`src/rtl/toggle_cover_collector.sv`:
```
// rtl/toggle_cover_collector.sv - sticky rise/fall toggle hit bitmaps drained as cover-index records over a valid/ready stream
module toggle_cover_collector #(
    parameter int              WIDTH       = 28,
    parameter longint unsigned COVER_INDEX = 0,
    parameter int              IDX_W       = 64,
    localparam int             NE          = 2 * WIDTH,
    localparam int             PTR_W       = $clog2(NE),
    localparam int             CNT_W       = $clog2(2 * WIDTH + 1)
) (
    input  logic              clock,
    input  logic              reset,
    input  logic              enable,
    input  logic [WIDTH-1:0]  signal,
    input  logic              clear,
    input  logic              dump_req,
    output logic              dump_busy,
    output logic              out_valid,
    input  logic              out_ready,
    output logic [IDX_W-1:0]  out_index,
    output logic              out_fall,
    output logic              dump_done,
    output logic [CNT_W-1:0]  hit_count
);

    typedef enum logic [1:0] {
        IDLE = 2'd0,
        SCAN = 2'd1,
        DONE = 2'd2
    } state_t;

    localparam logic [PTR_W-1:0] LAST = PTR_W'(NE - 1);

    state_t             state;
    logic [WIDTH-1:0]   prev;
    logic               prev_valid;
    logic [WIDTH-1:0]   rise_hit;
    logic [WIDTH-1:0]   fall_hit;
    logic [PTR_W-1:0]   ptr;
    logic               ptr_hit;

    function automatic logic [CNT_W-1:0] popcnt(input logic [WIDTH-1:0] v);
        logic [CNT_W-1:0] n;
        n = '0;
        for (int i = 0; i < WIDTH; i++) begin
            n = n + CNT_W'(v[i]);
        end
        return n;
    endfunction

    // Entry e maps to bit e>>1; the low bit selects the falling bitmap.
    always_comb begin
        ptr_hit = ptr[0] ? fall_hit[ptr[PTR_W-1:1]] : rise_hit[ptr[PTR_W-1:1]];
    end

    assign dump_busy = (state != IDLE);

    always_ff @(posedge clock or negedge reset) begin
        if (!reset) begin
            prev       <= '0;
            prev_valid <= 1'b0;
            rise_hit   <= '0;
            fall_hit   <= '0;
            hit_count  <= '0;
        end else begin
            prev_valid <= enable;
            if (enable) begin
                prev <= signal;
            end
            // Clear outranks a same-cycle hit; it is dropped outright while a dump runs.
            if (clear && state == IDLE) begin
                rise_hit <= '0;
                fall_hit <= '0;
            end else if (enable && prev_valid) begin
                rise_hit <= rise_hit | (~prev & signal);
                fall_hit <= fall_hit | (prev & ~signal);
            end
            hit_count <= popcnt(rise_hit) + popcnt(fall_hit);
        end
    end

    always_ff @(posedge clock or negedge reset) begin
        if (!reset) begin
            state     <= IDLE;
            ptr       <= '0;
            out_valid <= 1'b0;
            out_index <= '0;
            out_fall  <= 1'b0;
            dump_done <= 1'b0;
        end else begin
            dump_done <= 1'b0;
            case (state)
                IDLE: begin
                    if (dump_req) begin
                        ptr   <= '0;
                        state <= SCAN;
                    end
                end
                SCAN: begin
                    if (!out_valid) begin
                        if (ptr_hit) begin
                            out_valid <= 1'b1;
                            out_index <= IDX_W'(COVER_INDEX) + IDX_W'(ptr);
                            out_fall  <= ptr[0];
                        end else if (ptr == LAST) begin
                            state <= DONE;
                        end else begin
                            ptr <= ptr + 1'b1;
                        end
                    end else if (out_ready) begin
                        out_valid <= 1'b0;
                        if (ptr == LAST) begin
                            state <= DONE;
                        end else begin
                            ptr <= ptr + 1'b1;
                        end
                    end
                end
                DONE: begin
                    dump_done <= 1'b1;
                    state     <= IDLE;
                end
                default: state <= IDLE;
            endcase
        end
    end

endmodule

```
`config.mk`:
```
export PLATFORM = sky130hd
export DESIGN_NAME = toggle_cover_collector
export DESIGN_NICKNAME = d
export VERILOG_FILES = /design/src/rtl/toggle_cover_collector.sv
export SDC_FILE = /design/constraint.sdc
export NUM_CORES = 1
export LEC_CHECK = 0
export BUFFER_PORTS_ARGS = -buffer_cell sky130_fd_sc_hd__buf_2
export CAP_MARGIN = 20
export CORE_MARGIN = 10
export CORE_UTILIZATION = 40
export DETAILED_ROUTE_END_ITERATION = 10
export PLACE_DENSITY = 0.74
export SYNTH_ARGS = -nofsm -noshare
export SYNTH_HDL_FRONTEND = slang
export SYNTH_SLANG_ARGS = --single-unit
export TNS_END_PERCENT = 50
```
`constraint.sdc`:
```
create_clock -name clock -period 5.2 [get_ports clock]
set_input_delay 1.04 -clock clock [delete_from_list [all_inputs] [get_ports clock]]
set_output_delay 1.04 -clock clock [all_outputs]
set_load 0.05 [all_outputs]
```
=== Word level (Yosys, flattened, before mapping) ===
Cells that the tools add are included.

* Bits of input ports: 34
* Bits in read-only memories: 0
* Memories kept: 0
* Bits in writable memories: 0
* Register bits after elaboration: 108
* Output and inout bits: 74
* Bits in latches: 0

* Magnitude comparators: 1
* Divide/modulo/power cells: 0
* Equal/unequal tests: 6
* Bitwise operators: 7
* Add/subtract/negate cells: 56
* $mul: 0
* Reductions and logical operators: 9
* Mux-type cells: 25
* Shift operators: 0

{| class="wikitable"
|+ Operator list
! cell !! number
|-
| 6-bit by 1-bit adder with 6-bit output || 44
|-
| 28-bit two-way mux || 4
|-
| 28-bit bitwise AND || 2
|-
| 28-bit inverter || 2
|-
| 28-bit bitwise OR || 2
|-
| 6-bit two-way mux || 5
|-
| 5-bit by 1-bit adder with 6-bit output || 2
|-
| 6-bit one-hot mux with 2 select lines || 1
|-
| 4-bit by 1-bit adder with 5-bit output || 2
|-
| 1-bit binary-select mux with 5-bit select || 2
|-
| 2-bit two-way mux || 5
|-
| 3-bit by 1-bit adder with 4-bit output || 2
|-
| 1-bit two-way mux || 7
|-
| 2-bit by 1-bit adder with 3-bit output || 2
|-
| 6-bit by 1-bit adder with 6-bit output, second input constant || 1
|-
| 6-bit adder || 1
|-
| 6-bit equality test, second input constant || 1
|-
| 5-bit by 6-bit less-than comparator with 1-bit output, second input constant || 1
|-
| 3-bit inequality test, second input constant || 2
|-
| 3-bit AND reduction || 2
|-
| 2-bit nonzero test || 3
|-
| 1-bit by 1-bit adder with 2-bit output || 2
|-
| 2-bit one-hot mux with 2 select lines || 1
|-
| 4-bit AND reduction || 1
|-
| 6 further kinds || 7
|}

=== Logic depth before layout (Yosys ltp) ===
Gate-level depths: netlist of run 1.

* Depth in word-level cells: 28
* Mapped depth: 20
* Depth with buffers taken out: 20

=== Least setup slack after synthesis of run 1 ===
No wires, ideal clock.

* Kind: reg2reg
* Start point: reg fall_hit[1]
* End point: reg hit_count[4]
* Cell stages (with the launch flop): 20
* Clock period less this slack: 5548 ps
* Arrival: 5468 ps
* Slack: -348 ps
* Path through: dfrtp_1 > fa_1 > inv_1 > fa_1 > inv_1 > fa_1 > inv_1 > fa_1 > inv_1 > fa_1 > fa_1 > inv_1 > fa_1 > fa_1 > inv_1 > ha_1 > fa_1 > a21o_1 > a21oi_1 > xnor2_1

* Cells in the longest elaborated chain, start to end: 28

{| class="wikitable"
|+ Ends and longest elaborated chain
! item !! line !! text
|-
| from (decl) || 37 || <nowiki>logic [WIDTH-1:0] fall_hit;</nowiki>
|-
| from (signal assigned) || 75 || <nowiki>fall_hit <= fall_hit | (prev & ~signal);</nowiki>
|-
| 1-bit by 1-bit adder with 2-bit output || 45 || <nowiki>n = n + CNT_W'(v[i]);</nowiki>
|-
| 2-bit by 1-bit adder with 3-bit output || 45 ||
|-
| 3-bit by 1-bit adder with 4-bit output || 45 ||
|-
| 4-bit by 1-bit adder with 5-bit output || 45 ||
|-
| 5-bit by 1-bit adder with 6-bit output || 45 ||
|-
| 6-bit by 1-bit adder with 6-bit output (22 in series) || 45 ||
|-
| 6-bit adder || 77 || <nowiki>hit_count <= popcnt(rise_hit) + popcnt(fall_hit);</nowiki>
|-
| to (signal assigned) || 77 ||
|-
| to (decl) || 22 || <nowiki>output logic [CNT_W-1:0] hit_count</nowiki>
|}

No other way between the ends.
A chain may end at the register's enable or synchronous reset.

=== Worst setup path after layout of run 1 ===
Ends and elaborated chain as after synthesis.

==> impl_metrics.json, run 1 <==
{
  "die_h_um": 148.6,
  "drv_cap": 0,
  "grt_max_degree": 76,
  "diodes": 0,
  "worst_slack_ps": -340.1,
  "start_util": 0.4121,
  "synth_top_flop_cell": "dfrtp_1",
  "path_class": "reg -> reg",
  "dp.cells": 942,
  "cts_buffer_depth": 2,
  "cp.required_ps": 5470,
  "cts_made_buffers": 9,
  "synthArstFlopShare": 1.000,
  "ctsRootBufferMaster": "clkbuf_16",
  "grt_pass1_vias": 4592,
  "synthCells": 669,
  "drv_slew": 0,
  "syn_to_final_growth_pct": 12.20,
  "wl_per_cell_um": 15.78,
  "placeableCoreArea_mm2": 0.01606,
  "vias_per_cell": 4.767,
  "violations": "setup timing",
  "cts.sinks": 107,
  "fin_worst_skew_ps": 11.63,
  "crit_arrival_ps": 5810,
  "netlist_area_mm2": 0.006618,
  "drt_iter0_markers": 302,
  "maxSlewHeadroom": 0.3579,
  "endpoint_kind": "register",
  "grt_pass1_wl_um": 24540,
  "vias": 4576,
  "dieArea_mm2": 0.02209,
  "drt-pass1-iter-count": 4,
  "nets": 835,
  "grt_usage": 0.1387,
  "hp-class": "reg -> reg",
  "antenna_found_initial": 0,
  "synth_top_area_share": 0.4046,
  "setup_tns_ps": -1033,
  "die_w_um": 148.6,
  "ys_types": 44,
  "synth_edf_count": 0,
  "rsz0062_at_grt": "yes",
  "period_minus_slack_ps": 5540,
  "insertion_delay_ps": 360,
  "cts_tree": "done",
  "drt-total-wl_um": 15150,
  "yosys-top-cells-area": "dfrtp_1 40%, fa_1 14%, inv_1 7.1%",
  "start_kind": "register",
  "fin_hold_ws_ps": 501.3,
  "antenna_left": 0,
  "utilization": 0.4624,
  "htreeDepth": 3,
  "overflow": 0,
  "synth.yosys.seq_area_share": 0.4046,
  "avgSynthCellArea_um2": 9.892,
  "portBuffers": 49,
  "drive_gt1_frac": 0.1720,
  "rows": 46,
  "setup_viol_count_final": 5,
  "ys_seq_elements": 107,
  "place_congestion": 0.8720,
  "layoutNonFillerInstCount": 960,
  "fmax_mhz": 180.5,
  "worst-path-max-fanout": 2,
  "clk_pin_slew_ps": 70,
  "period_share": 1.065,
  "route.detailed.drc": 0,
  "outcome": "complete, but fails checks",
  "finalHoldViolCount": 0,
  "synth_warnings": 0,
  "max_slew.worst_pin.slew_ps": 963.1,
  "dp_hpwl_um": 11690,
  "yosys.area.top_type": "dfrtp_1",
  "ioPinCount": 108,
  "nFillCells": 1534
}
-- layout make-up --
class,count,area (um2),share of cell area
Tap cell,216,270.3,0.03640
Clock buffer,13,250.2,0.03370
Sequential cell,107,2678,0.3606
Inverter,125,469.2,0.06320
Multi-Input combinational cell,407,3149,0.4242
Timing Repair Buffer,89,560.5,0.07550
Clock inverter,3,47.55,0.006404
-- state kept, by name, summed over array words and instances (netlist names) --
register and count:
prev 28, state 2, ptr 6, fall_hit 28, hit_count 6, dump_done 1, prev_valid 1, rise_hit 28
out_valid 1, out_index 6
-- layout by cell type, fill, tap and decap left out, drive strengths merged, types with 3 or more instances in the layout --
cell	instances
a21o	3
a21oi	22
a22oi	6
a31oi	45
and2	4
buf	89
clkbuf	13
conb	58
dfrtp	107
fa	46
ha	16
inv	125
mux2	5
mux2i	15
mux4	7
nand2	39
nand2b	4
nand3	4
nand3b	15
nor2	55
nor2b	4
nor3	4
o21ai	31
o31ai	4
-- synthesized netlist by cell type, drive strengths merged, types with 5 or more instances --
master and n:
a21oi 22, a31oi 45, mux2 5, o21ai 31
nand3b 15, dfrtp 107, fa 46, buf 67
inv 125, mux2i 15, ha 16, nand2 39
mux4 7, nor2 55, clkbuf 20, a22oi 6
-- stage by stage --
stage / setup WS, ps / cell area, um2
3_3_place_gp: -282.7 / 7073
2_1_floorplan: -222.7 / 6840
6_report: -340.1 / 7425
5_1_grt: -523.9 / 7425
3_5_place_dp: -383.1 / 7073
4_1_cts: -365.9 / 7382
-- kinds of logic after synthesis --
family          Yosys count  synth area share
mux                      27           0.05502
flops                   107            0.4046
simple gates            136           0.09586
buf+inv                 212            0.1575
other cells               1         0.0005667
xor+xnor                  4          0.005295
fa+ha+maj                62            0.1694
compound gates          120            0.1117
-- final timing paths --
check,from,endpoint,slack [ps],depth (start not counted)
setup / recovery,fall_hit[1]$_DFFE_PN0P_,hit_count[4]$_DFF_PN0_,-340,19
hold / removal,out_index[1]$_DFFE_PN0P_,out_index[1]$_DFFE_PN0P_,500,1
setup reg to reg,fall_hit[1]$_DFFE_PN0P_,hit_count[4]$_DFF_PN0_,-340,19
hold reg to reg,out_index[1]$_DFFE_PN0P_,out_index[1]$_DFFE_PN0P_,500,1
max in group asynchronous,reset,prev[15]$_DFFE_PN0P_,3360,2
min in group asynchronous,reset,hit_count[3]$_DFF_PN0_,840,1
-- critical path, stage by stage, from the launching register on --
cell and delay (ps):
dfrtp_1 400, fa_1 550, inv_2 40, fa_1 480
inv_1 50, fa_1 470, inv_1 50, fa_1 470
inv_1 50, fa_1 450, fa_1 490, inv_1 50
fa_1 450, fa_1 500, inv_2 40, ha_4 150
fa_2 350, a21o_1 170, a21oi_2 130, xnor2_1 120
-- routing by layer --
metal | GRT usage | routed length (um) | up-vias
met4 | 0.04212 | 222 | 0
met2 | 0.2194 | 7303 | 108
met3 | 0.03519 | 924 | 13
met5 | 0 | 0 | -
li1 | - | - | 2171
met1 | 0.1828 | 6697 | 2284
-- repair_timing --
action                                  in CTS  in global routing
hold buffers                                 0                  0
endpoints found under the setup margin       5                  5
setup buffers                                1                  0
resized for setup                            1                  6
hold endpoints to repair                     0                  0
pin swaps                                    4                  3
Power of run 1 is left out: the tool's default activity adds up to more than one toggle a clock period on the data nets, which glitch-free logic cannot reach.
==> run 2, diff against run 1 <==
==> constraint.sdc (replaced) <==
create_clock -name clock -period 5.2 [get_ports clock]
set_input_delay 0.26 -clock clock [delete_from_list [all_inputs] [get_ports clock]]
set_output_delay 0.26 -clock clock [all_outputs]
set_load 0.05 [all_outputs]
==> run 2 against run 1 <==
  * The run still ends with setup timing left
  * Die area stayed put
  * Clock-buffer cell count is 2 lower
  * First-iteration DRC count is 2.3% lower
  * Utilization is 0.12 points higher
  * Wire length is 2.3% higher
  * Flip-flop and latch count stayed put
==> impl_metrics.json, run 2 (same netlist as run 1, synthesis figures left out) <==
{
  "outcome": "complete, but fails checks",
  "violations": "setup timing",
  "period_minus_slack_ps": 5608,
  "ioPinCount": 108,
  "insertion_delay_ps": 360,
  "cts_tree": "done",
  "grt_pass1_vias": 4703,
  "largest_registers": "fall_hit (28), prev (28), rise_hit (28)",
  "fmax_mhz": 178.3,
  "period_share": 1.079,
  "maxSlewHeadroom": 0.3834,
  "crit_arrival_ps": 5880,
  "setup_tns_ps": -1467,
  "syn_to_final_growth_pct": 12.50,
  "start_kind": "register",
  "final_area_mm2": 0.007445,
  "max_slew.worst_pin.slew_ps": 924.9,
  "drt-pass1-iter-count": 6,
  "dieArea_mm2": 0.02209,
  "die_h_um": 148.6,
  "drive_gt1_frac": 0.1720,
  "route.detailed.drc": 0,
  "rsz0062_at_grt": "yes",
  "portBuffers": 49,
  "finalHoldViolCount": 0,
  "start_util": 0.4121,
  "grt_max_degree": 59,
  "nets": 837,
  "cts_made_buffers": 9,
  "worst_slack_ps": -408.5,
  "dpl-instance-area_mm2": 0.007066,
  "antenna_found_initial": 0,
  "ctsRootBufferMaster": "clkbuf_16",
  "worst-path-max-fanout": 2,
  "mostFrequentLayoutCells": "120 x inv_1, 107 x dfrtp_1, 58 x conb_1",
  "cts.sinks": 107,
  "endpoint_kind": "register",
  "utilization": 0.4636,
  "clk_pin_slew_ps": 70,
  "grt_pass1_wl_um": 24660,
  "r2r_setup_slack_ps": -410,
  "vias": 4559,
  "layoutNonFillerInstCount": 961,
  "dp_hpwl_um": 12010,
  "path_class": "reg -> reg",
  "overflow": 0,
  "cts_buffer_depth": 2,
  "antenna_left": 0,
  "hp-class": "in -> reg",
  "wl_per_cell_um": 16.12,
  "htreeDepth": 3,
  "fin_worst_skew_ps": 10.22,
  "drt-total-wl_um": 15490,
  "final_common_cell": "inv_1",
  "placeableCoreArea_mm2": 0.01606,
  "setup_viol_count_final": 5,
  "vias_per_cell": 4.744,
  "drv_slew": 0,
  "drv_cap": 0,
  "die_w_um": 148.6,
  "place_congestion": 0.8696,
  "grt_usage": 0.1417,
  "drt_iter0_markers": 295,
  "dp.cells": 941,
  "rows": 46,
  "cp.required_ps": 5480
}
## run 2: cell count changes in the layout (fill, tap and decap cells not counted), sizes merged
cell and delta:
clkinv -1, clkbuf -2, buf +1, bufinv +1, diode +1, dlygate4sd3 +1
## run 2: through the flow
| step | hold slack (ps) | setup slack, ps |
|---|---|---|
| after CTS | 118.4 | -394.0 |
| final | 134.6 | -408.5 |
| after global placement | 340.6 | -278.3 |
| after floorplan | -35.59 | -222.7 |
| after detailed placement | 349.1 | -408.0 |
| after global routing | 136.9 | -561.9 |
## run 2: worst max-delay path: stages, from the launching register on
cell and delay [ps]:
dfrtp_1 410, fa_1 570, inv_2 50, fa_1 470
inv_1 50, fa_1 500, inv_1 50, fa_1 470
inv_1 50, fa_1 450, fa_1 490, inv_1 50
fa_1 440, fa_1 500, inv_2 40, ha_4 150
fa_2 350, a21o_1 170, a21oi_2 130, xnor2_1 130
## run 2: worst paths after layout
kind / startpoint / to / cells past startpoint
worst max-delay path: fall_hit[1]$_DFFE_PN0P_ / hit_count[4]$_DFF_PN0_ / 19
worst min-delay path: signal[0] / prev[0]$_DFFE_PN0P_ / 3
min in group asynchronous: reset / hit_count[4]$_DFF_PN0_ / 2
worst min register to register: out_index[3]$_DFFE_PN0P_ / out_index[3]$_DFFE_PN0P_ / 1
worst max register to register: fall_hit[1]$_DFFE_PN0P_ / hit_count[4]$_DFF_PN0_ / 19
max in group asynchronous: reset / ptr[1]$_DFFE_PN0P_ / 3
## run 2: final cells by class
type	instances	area (um2)
Antenna cell	1	2.502
Clock buffer	11	232.7
Clock inverter	3	65.06
Fill cell	1544	8613
Inverter	125	469.2
Multi-Input combinational cell	407	3137
Sequential cell	107	2678
Tap cell	216	270.3
Timing Repair Buffer	91	590.6
## run 2: timing repair
action | CTS | global route
hold buffers | 1 | 0
gates cloned | 0 | 0
gates resized for setup | 3 | 4
endpoints found under the hold margin | 52 | 0
pin swaps | 4 | 7
setup buffers | 1 | 1
setup endpoints to repair | 5 | 5
## run 2: routing by layer
layer,track usage,vias to the layer above,part of all wire
met3,0.03944,22,0.061
met5,0,-,0
li1,-,2175,-
met4,0.04460,0,0.019
met1,0.1820,2257,0.43
met2,0.2263,105,0.49
Power of run 2 is left out for the same reason.
==> run 3, diff against run 2 <==
--- a/config.mk
+++ b/config.mk
@@ -10,7 +10,7 @@
 export CORE_MARGIN = 10
 export CORE_UTILIZATION = 40
 export DETAILED_ROUTE_END_ITERATION = 10
-export PLACE_DENSITY = 0.74
+export PLACE_DENSITY = 0.72
 export SYNTH_ARGS = -nofsm -noshare
 export SYNTH_HDL_FRONTEND = slang
 export SYNTH_SLANG_ARGS = --single-unit
==> constraint.sdc (replaced) <==
create_clock -name clock -period 5.2 [get_ports clock]
set_input_delay 1.04 -clock clock [delete_from_list [all_inputs] [get_ports clock]]
set_output_delay 1.04 -clock clock [all_outputs]
set_load 0.05 [all_outputs]
==> run 3 against run 2 <==
  * The run still ends with setup timing left
  * Design area rose by 0.25%
  * Critical path type unchanged
  * Largest cell class unchanged
  * Via count barely moved
  * Non-clock buffer count fell by 1
==> impl_metrics.json, run 3 (same netlist as run 1, synthesis figures left out) <==
{
  "cts_tree": "done",
  "overflow": 0,
  "cts_made_buffers": 9,
  "mostFrequentLayoutCells": "123 x inv_1, 107 x dfrtp_1, 58 x conb_1",
  "ctsRootBufferMaster": "clkbuf_16",
  "nFillCells": 1551,
  "dieArea_mm2": 0.02209,
  "cts.sinks": 107,
  "outcome": "complete, but fails checks",
  "worst_slack_ps": -336.2,
  "antenna_found_initial": 1,
  "portBuffers": 49,
  "fmax_mhz": 180.6,
  "worst-path-max-fanout": 2,
  "rows": 46,
  "period_share": 1.065,
  "cts_buffer_depth": 2,
  "grt_max_degree": 72,
  "vias": 4555,
  "hold_buffers": 0,
  "met2_usage": 0.2283,
  "dp.cells": 942,
  "syn_to_final_growth_pct": 12.78,
  "place_congestion": 0.8707,
  "hp-class": "reg -> reg",
  "final_common_cell": "inv_1",
  "die_w_um": 148.6,
  "nets": 836,
  "dp_hpwl_um": 11800,
  "drv_cap": 0,
  "finalHoldViolCount": 0,
  "cp.required_ps": 5480,
  "maxSlewHeadroom": 0.4080,
  "slowest_stage": "fa_1",
  "path_cells": "fa_1, inv_1, fa_1, inv_1, fa_1, inv_1, fa_1, inv_1, fa_1, fa_1, inv_1, fa_1, fa_1, inv_2, ha_4, fa_2, a21o_1, a21oi_2, xnor2_1",
  "crit_path_frequent_cell": "fa_1",
  "grt_util_met1": 0.1805,
  "htreeDepth": 3,
  "drive_gt1_frac": 0.1745,
  "grt_pass1_vias": 4731,
  "cp_slowest_stage_delay_ps": 540,
  "drt_iter0_markers": 274,
  "ioPinCount": 108,
  "layoutNonFillerInstCount": 962,
  "fin_worst_skew_ps": 13.79,
  "path_class": "reg -> reg",
  "met3_usage": 0.04217,
  "setup_viol_count_final": 5,
  "crit_arrival_ps": 5820,
  "start_util": 0.4121,
  "max_slew.worst_pin.slew_ps": 888.0,
  "rsz0062_at_grt": "yes",
  "drt-total-wl_um": 15150,
  "vias_per_cell": 4.735,
  "placeableCoreArea_mm2": 0.01606,
  "grt_usage": 0.1411,
  "insertion_delay_ps": 370,
  "drt-pass1-iter-count": 5,
  "die_h_um": 148.6,
  "clk_pin_slew_ps": 70,
  "period_minus_slack_ps": 5536,
  "grt_pass1_wl_um": 24740,
  "violations": "setup timing",
  "drv_slew": 0,
  "endpoint_kind": "register",
  "antenna_left": 0,
  "setup_tns_ps": -1021,
  "route.detailed.drc": 0,
  "globalRoute.busiestLayer": "met2",
  "wl_per_cell_um": 15.75,
  "start_kind": "register",
  "largest_registers": "fall_hit (28), prev (28), rise_hit (28)"
}
run 3: final timing paths:
path | slack (ps) | to | cells after the start | startpoint
worst max-delay path | -340 | hit_count[4]$_DFF_PN0_ | 19 | fall_hit[1]$_DFFE_PN0P_
worst min-delay path | 500 | out_index[2]$_DFFE_PN0P_ | 1 | out_index[2]$_DFFE_PN0P_
worst max register to register | -340 | hit_count[4]$_DFF_PN0_ | 19 | fall_hit[1]$_DFFE_PN0P_
worst min register to register | 500 | out_index[2]$_DFFE_PN0P_ | 1 | out_index[2]$_DFFE_PN0P_
max in group asynchronous | 3370 | prev[19]$_DFFE_PN0P_ | 2 | reset
min in group asynchronous | 800 | ptr[0]$_DFFE_PN0P_ | 1 | reset
run 3: through the flow:
| stage | worst slack [ps] | utilization | cell area (um2) | hold slack [ps] |
|---|---|---|---|---|
| after detailed placement | -378.6 | 0.4405 | 7073 | 491.0 |
| after global routing | -532.3 | 0.4646 | 7461 | 516.4 |
| final | -336.2 | 0.4648 | 7463 | 502.5 |
| after floorplan | -222.7 | - | 6840 | 477.7 |
| after global placement | -278.3 | 0.4405 | 7073 | 487.3 |
| after CTS | -359.0 | 0.4619 | 7417 | 507.0 |
run 3: final cells by class:
class                      count  area (um2)  share of cell area
inverter                     125       469.2             0.06287
clock buffer                  10       239.0             0.03202
clock inverter                 6       83.83             0.01123
antenna                        1       2.502           0.0003353
timing repair buffer          90       580.6             0.07779
sequential                   107        2678              0.3588
tap                          216       270.3             0.03621
multi-input combinational    407        3141              0.4208
run 3: routing by layer:
layer / wire length (um) / share of wire
met1: 6158 / 0.41
met4: 277 / 0.018
met5: 13 / 0.00086
met3: 1219 / 0.080
met2: 7479 / 0.49
run 3: what timing repair did:
item,CTS,global route
buffers inserted,1,0
endpoints found under the setup margin,5,5
pin swaps,4,1
resized for setup,3,2
run 3: critical path, delay by kind of cell, from the launching register on:
family | cells | cell delay, ps
xor+xnor | 1 | 120
fa+ha+maj | 10 | 4340
flops | 1 | 400
compound gates | 2 | 290
buf+inv | 6 | 310
Power of run 3 is left out for the same reason.
